File: src/rtl/i2s_clk_gen_if.sv
// i2s_clk_gen_if
// Groups the control inputs and the generated clock/strobe outputs of
// i2s_clk_gen so the serializer/deserializer side can take them as one bundle.
//   en, div_half                      : run request and BCLK half-period divider
//   bclk, lrclk                       : generated bit clock and word select
//   bclk_rise_stb, bclk_fall_stb      : one-clk strobes aligned with bclk edges
//   bit_idx, frame_start, active      : slot bit position, frame marker, run flag
// master = the generator, slave = its consumer/controller.
interface i2s_clk_gen_if #(
    parameter int DIV_W = 8,
    parameter int BIT_W = 5
);
    logic             en;
    logic [DIV_W-1:0] div_half;
    logic             bclk;
    logic             lrclk;
    logic             bclk_rise_stb;
    logic             bclk_fall_stb;
    logic [BIT_W-1:0] bit_idx;
    logic             frame_start;
    logic             active;

    modport master (
        input  en, div_half,
        output bclk, lrclk, bclk_rise_stb, bclk_fall_stb, bit_idx, frame_start, active
    );

    modport slave (
        output en, div_half,
        input  bclk, lrclk, bclk_rise_stb, bclk_fall_stb, bit_idx, frame_start, active
    );
endinterface

File: src/rtl/i2s_clk_gen.sv
// i2s_clk_gen
// Generates I2S BCLK/LRCLK from the system clock with a runtime divider,
// a configurable slot width and a start / graceful-stop enable that only
// acts on frame boundaries, so a frame is never truncated.
// Ports:
//   clk    : system clock, all logic on the rising edge
//   rst_n  : synchronous reset, active-low
//   bus    : i2s_clk_gen_if.master (en, div_half in; clocks, strobes,
//            bit_idx, frame_start, active out). Every output is a flop.
module i2s_clk_gen #(
    parameter int DIV_W     = 8,
    parameter int SLOT_BITS = 32,
    parameter int BIT_W     = 5
) (
    input  logic          clk,
    input  logic          rst_n,
    i2s_clk_gen_if.master bus
);
    typedef enum logic {IDLE = 1'b0, RUN = 1'b1} state_t;

    localparam logic [BIT_W-1:0] LAST_BIT = BIT_W'(SLOT_BITS - 1);

    state_t           state_q, state_d;
    logic [DIV_W-1:0] cnt_q, cnt_d;
    logic [DIV_W-1:0] div_q, div_d;
    logic             bclk_q, bclk_d;
    logic             lrclk_q, lrclk_d;
    logic [BIT_W-1:0] bit_idx_q, bit_idx_d;
    logic             rise_q, rise_d;
    logic             fall_q, fall_d;
    logic             frame_start_q, frame_start_d;
    logic             active_q, active_d;

    always_comb begin
        state_d       = state_q;
        cnt_d         = cnt_q;
        div_d         = div_q;
        bclk_d        = bclk_q;
        lrclk_d       = lrclk_q;
        bit_idx_d     = bit_idx_q;
        active_d      = active_q;
        rise_d        = 1'b0;
        fall_d        = 1'b0;
        frame_start_d = 1'b0;

        case (state_q)
            IDLE: begin
                cnt_d     = '0;
                div_d     = '0;
                bclk_d    = 1'b0;
                lrclk_d   = 1'b0;
                bit_idx_d = '0;
                active_d  = 1'b0;
                if (bus.en) begin
                    state_d       = RUN;
                    div_d         = bus.div_half;
                    active_d      = 1'b1;
                    frame_start_d = 1'b1;
                end
            end
            RUN: begin
                if (cnt_q != div_q) begin
                    cnt_d = cnt_q + DIV_W'(1);
                end else begin
                    cnt_d = '0;
                    if (!bclk_q) begin
                        bclk_d = 1'b1;
                        rise_d = 1'b1;
                    end else if (bit_idx_q != LAST_BIT) begin
                        bclk_d    = 1'b0;
                        fall_d    = 1'b1;
                        bit_idx_d = bit_idx_q + BIT_W'(1);
                    end else if (!lrclk_q) begin
                        // Mid-frame left->right switch: en is not consulted here.
                        bclk_d    = 1'b0;
                        fall_d    = 1'b1;
                        bit_idx_d = '0;
                        lrclk_d   = 1'b1;
                    end else if (bus.en) begin
                        // Frame boundary while still enabled: next frame starts
                        // and picks up the new divider.
                        bclk_d        = 1'b0;
                        fall_d        = 1'b1;
                        bit_idx_d     = '0;
                        lrclk_d       = 1'b0;
                        frame_start_d = 1'b1;
                        div_d         = bus.div_half;
                    end else begin
                        // Graceful stop: land directly on idle values, no
                        // strobe and no frame_start on this final edge.
                        state_d   = IDLE;
                        bclk_d    = 1'b0;
                        lrclk_d   = 1'b0;
                        bit_idx_d = '0;
                        div_d     = '0;
                        active_d  = 1'b0;
                    end
                end
            end
        endcase
    end

    always_ff @(posedge clk) begin
        if (!rst_n) begin
            state_q       <= IDLE;
            cnt_q         <= '0;
            div_q         <= '0;
            bclk_q        <= 1'b0;
            lrclk_q       <= 1'b0;
            bit_idx_q     <= '0;
            rise_q        <= 1'b0;
            fall_q        <= 1'b0;
            frame_start_q <= 1'b0;
            active_q      <= 1'b0;
        end else begin
            state_q       <= state_d;
            cnt_q         <= cnt_d;
            div_q         <= div_d;
            bclk_q        <= bclk_d;
            lrclk_q       <= lrclk_d;
            bit_idx_q     <= bit_idx_d;
            rise_q        <= rise_d;
            fall_q        <= fall_d;
            frame_start_q <= frame_start_d;
            active_q      <= active_d;
        end
    end

    assign bus.bclk          = bclk_q;
    assign bus.lrclk         = lrclk_q;
    assign bus.bclk_rise_stb = rise_q;
    assign bus.bclk_fall_stb = fall_q;
    assign bus.bit_idx       = bit_idx_q;
    assign bus.frame_start   = frame_start_q;
    assign bus.active        = active_q;
endmodule
File: src/flat_wrapper.sv
// flat-port wrapper written by rule: the top's interface ports become plain ports
module i2s_clk_gen_flat 
#(
    parameter int DIV_W     = 8,
    parameter int SLOT_BITS = 32,
    parameter int BIT_W     = 5
)
  (clk, rst_n, bus_en, bus_div_half, bus_bclk, bus_lrclk, bus_bclk_rise_stb, bus_bclk_fall_stb, bus_bit_idx, bus_frame_start, bus_active);
  i2s_clk_gen_if #(.DIV_W(DIV_W), .BIT_W(BIT_W)) bus_i ();
  input  logic clk;
  input  logic rst_n;
  input wire logic [$bits(bus_i.en)-1:0] bus_en;
  input wire logic [$bits(bus_i.div_half)-1:0] bus_div_half;
  output wire logic [$bits(bus_i.bclk)-1:0] bus_bclk;
  output wire logic [$bits(bus_i.lrclk)-1:0] bus_lrclk;
  output wire logic [$bits(bus_i.bclk_rise_stb)-1:0] bus_bclk_rise_stb;
  output wire logic [$bits(bus_i.bclk_fall_stb)-1:0] bus_bclk_fall_stb;
  output wire logic [$bits(bus_i.bit_idx)-1:0] bus_bit_idx;
  output wire logic [$bits(bus_i.frame_start)-1:0] bus_frame_start;
  output wire logic [$bits(bus_i.active)-1:0] bus_active;
  assign bus_i.en = bus_en;
  assign bus_i.div_half = bus_div_half;
  assign bus_bclk = bus_i.bclk;
  assign bus_lrclk = bus_i.lrclk;
  assign bus_bclk_rise_stb = bus_i.bclk_rise_stb;
  assign bus_bclk_fall_stb = bus_i.bclk_fall_stb;
  assign bus_bit_idx = bus_i.bit_idx;
  assign bus_frame_start = bus_i.frame_start;
  assign bus_active = bus_i.active;
  i2s_clk_gen #(.DIV_W(DIV_W), .SLOT_BITS(SLOT_BITS), .BIT_W(BIT_W)) u_core (.clk(clk), .rst_n(rst_n), .bus(bus_i));
endmodule
File: config.mk
export PLATFORM = sky130hd
export DESIGN_NAME = i2s_clk_gen_flat
export DESIGN_NICKNAME = d
export VERILOG_FILES = /design/src/rtl/i2s_clk_gen_if.sv /design/src/rtl/i2s_clk_gen.sv /design/src/flat_wrapper.sv
export SDC_FILE = /design/constraint.sdc
export NUM_CORES = 1
export LEC_CHECK = 0
export CAP_MARGIN = 25
export CORE_MARGIN = 2
export CORE_UTILIZATION = 40
export CTS_BUF_LIST = sky130_fd_sc_hd__clkbuf_16
export DETAILED_ROUTE_END_ITERATION = 7
export PLACE_DENSITY = 0.7
export SLEW_MARGIN = 15
export SYNTH_ARGS = -nofsm -noshare
export SYNTH_HDL_FRONTEND = slang
export SYNTH_SLANG_ARGS = --single-unit
File: constraint.sdc
create_clock -name clk -period 1.7 [get_ports clk]
set_clock_uncertainty 0.05 [all_clocks]
set_input_delay 0.34 -clock clk [delete_from_list [all_inputs] [get_ports clk]]
set_output_delay 0.34 -clock clk [all_outputs]
set_load 0.03 [all_outputs]
==> metrics <==
status=finished, violations left; failing checks=setup timing; latest clock arrival within the worst-skew pair=0.27 ns; PwrDens=801 nW/um^2; Post-DRT Antenna Nets=0; Ant. Diodes=0; 1st-iter DRT viols=25; GRT overflow=0; Synth-to-Final Area Change=40.4%; fin crit period=1.79 ns; GP Congestion=0.907; I/O pin cnt=22; Period Utilization, post-route=105%; DP HPWL=2.02 mm; Clock Sinks=28; leakage power=0.000760 uW; Fin. Hold Viols=0; class of the worst hold path=reg2reg; area leader, netlist=dfxtp_1; All-Layer GR Usage=18.0%; final slew viol count=0; critical path arrival=1.92 ns; top cells by count, synth=28 x dfxtp_1, 17 x nor2_1, 15 x nand2_1, 15 x nand3_1, 14 x xor2_1; P_int=1080 uW; number of enable flip-flop cells after synthesis=0; Cells after Synth=138; starting density of the core=41.4%; # DRC=0; Crit path largest cell delay=0.51 ns; CP max-delay cell=or4b_1; achievable frequency=560 MHz; CTS Buf Count=3; MaxCap Viol Count=0; die area=3570 um^2; Ys Warns=0; CTS max path bufs=2; Die Ht=59.8 um; unrepaired setup endpoints after global routing=yes; Die W=59.8 um; htree depth=1; port buffer count=21; Peak VDD IR=491 uV; Post-Layout Inst Area=1750 um^2; Rows=20; Core Region=3000 um^2; sequential share of the synthesized area=45.1%; synth unique cells=27; WS Path Type=reg2reg; Psw=324 uW; top post-synthesis cells by area=dfxtp_1 45%, xor2_1 9.9%, mux2i_1 8.0%; Slew @ Worst Pin=0.394 ns; largest net degree at the start of global routing=20; TNS Setup=-0.433 ns; syn_nets=153; layout cells sized above 1=22.1%; first-pass iteration count of the detailed router=4; Final Worst Setup Slack=-0.0858 ns; required time worst endpoint=1.84 ns; startpoint types=flip-flop; DR WL/cell=13.2 um; Post-synth top flop=dfxtp_1; routed wire length=2.72 mm; clock power share=38.3%; vias per cell=5.43; Seq pwr share=48.9%; via count of the first global-routing pass=1,088; initial antenna violation count=0; clk slew on worst S/H paths=0.07 ns; FFs w/ async S/R, synth=0%; Setup crit end kind=flip-flop; Vias=1,114; synthesis-stage register bit count=28; cells along the critical path=xor2_1 -> nor4_2 -> nand4_1 -> or4b_1 -> a21oi_1; syn avg cell area=9.01 um^2; Sw Share=23.2%; nets=188; combinational cell fraction of total power=12.8%; CP max FO=5; relative slew slack=73.6%; synthesized cell area=1240 um^2; most frequent cell after synthesis=dfxtp_1; dpl cell area=1610 um^2; CTS tree=done; setup violators final=11; clk root buf=clkbuf_16; first-pass GRT wire length=4.85 mm; Yosys top cell area share=45.1%
## final timing paths
path | cells after the start | slack (ns) | from | endpoint
min reg2reg | 2 | 0.43 | u_core.div_q[5] | u_core.div_q[5]
max reg2reg | 5 | -0.09 | u_core.div_q[6] | u_core.bus.bit_idx[2]
max | 5 | -0.09 | u_core.div_q[6] | u_core.bus.bit_idx[2]
min | 2 | 0.43 | u_core.div_q[5] | u_core.div_q[5]
## cell families after synthesis
kind of cell    Yosys count  synth area share (%)
mux                      10                  8.05
fa+ha+maj                 4                  4.02
compound gates           13                  6.34
buf+inv                   6                  2.21
xor+xnor                 15                  10.6
flops                    28                  45.1
simple gates             62                  23.7
## critical path: cells and delay by family, from the launching register on
family / cells / cell delay [ns]
AO/OA/AOI/OAI: 1 / 0.12
XOR/XNOR: 1 / 0.17
flip-flops: 1 / 0.32
AND/OR/NAND/NOR: 3 / 1.04
## power groups by stage
stage	logic [uW]	registers (uW)	clock network (uW)
after floorplan	78.9	713	0
after global routing	194	687	581
after CTS	175	684	547
after detailed placement	167	700	0
final	179	685	536
after global placement	162	699	0
## per-layer routing
metal  part of all wire (%)  GRT usage, %  up-vias
li1                       -             -      546
met1                     49          24.4      547
met2                     49          27.6       19
met3                    1.8          3.25        2
met4                   0.66          8.25        0
met5                      0             0        -
## cell usage in the layout, fill, tap and decap left out, types with 3 or more instances in the layout
cell type         n
a21oi_1           4
and3_1            3
buf_4            12
clkbuf_16         3
clkdlybuf4s50_1  14
dfxtp_1          21
dfxtp_2           4
dfxtp_4           3
dlygate4sd2_1     5
mux2i_1           9
nand2_1          14
nand3_1          15
nor2_1           17
o21ai_0           4
xor2_1           13
## repair_timing
action | CTS | global route
pin swaps | 8 | 4
gates resized for setup | 14 | 8
setup endpoints to repair | 25 | 25
hold buffers | 0 | 0
buffers inserted | 1 | 0
## final cells by class
cell class / count / area, um^2
fillers: 249 / 1260
inverters: 1 / 3.75
flip-flops and latches: 28 / 577
multi-input cells: 104 / 724
repair buffers: 35 / 322
well taps: 33 / 41.3
clock inverters: 1 / 3.75
clock buffers: 3 / 75.1
## state kept, by name, indices dropped and copies added (netlist names)
name                      cells
u_core.cnt_q                  8
u_core.div_q                  8
u_core.bus.bit_idx            5
u_core.bus.active             1
u_core.bus.bclk               1
u_core.bus.bclk_fall_stb      1
u_core.bus.bclk_rise_stb      1
u_core.bus.frame_start        1
u_core.bus.lrclk              1
u_core.state_q                1
## stage by stage
stage               worst slack, ns  instances  power, uW  utilization (%)  hold slack [ns]
detailed placement           -0.143        200        867             53.6            0.424
CTS                         -0.0983        205       1410             57.3            0.433
global placement            0.00783        200        861             53.6            0.411
finish                      -0.0858        205       1400             58.2            0.427
floorplan                   0.00605        138        792                -            0.400
global route                 -0.181        205       1460             58.2            0.445
Power figures use the tool's default switching activity.
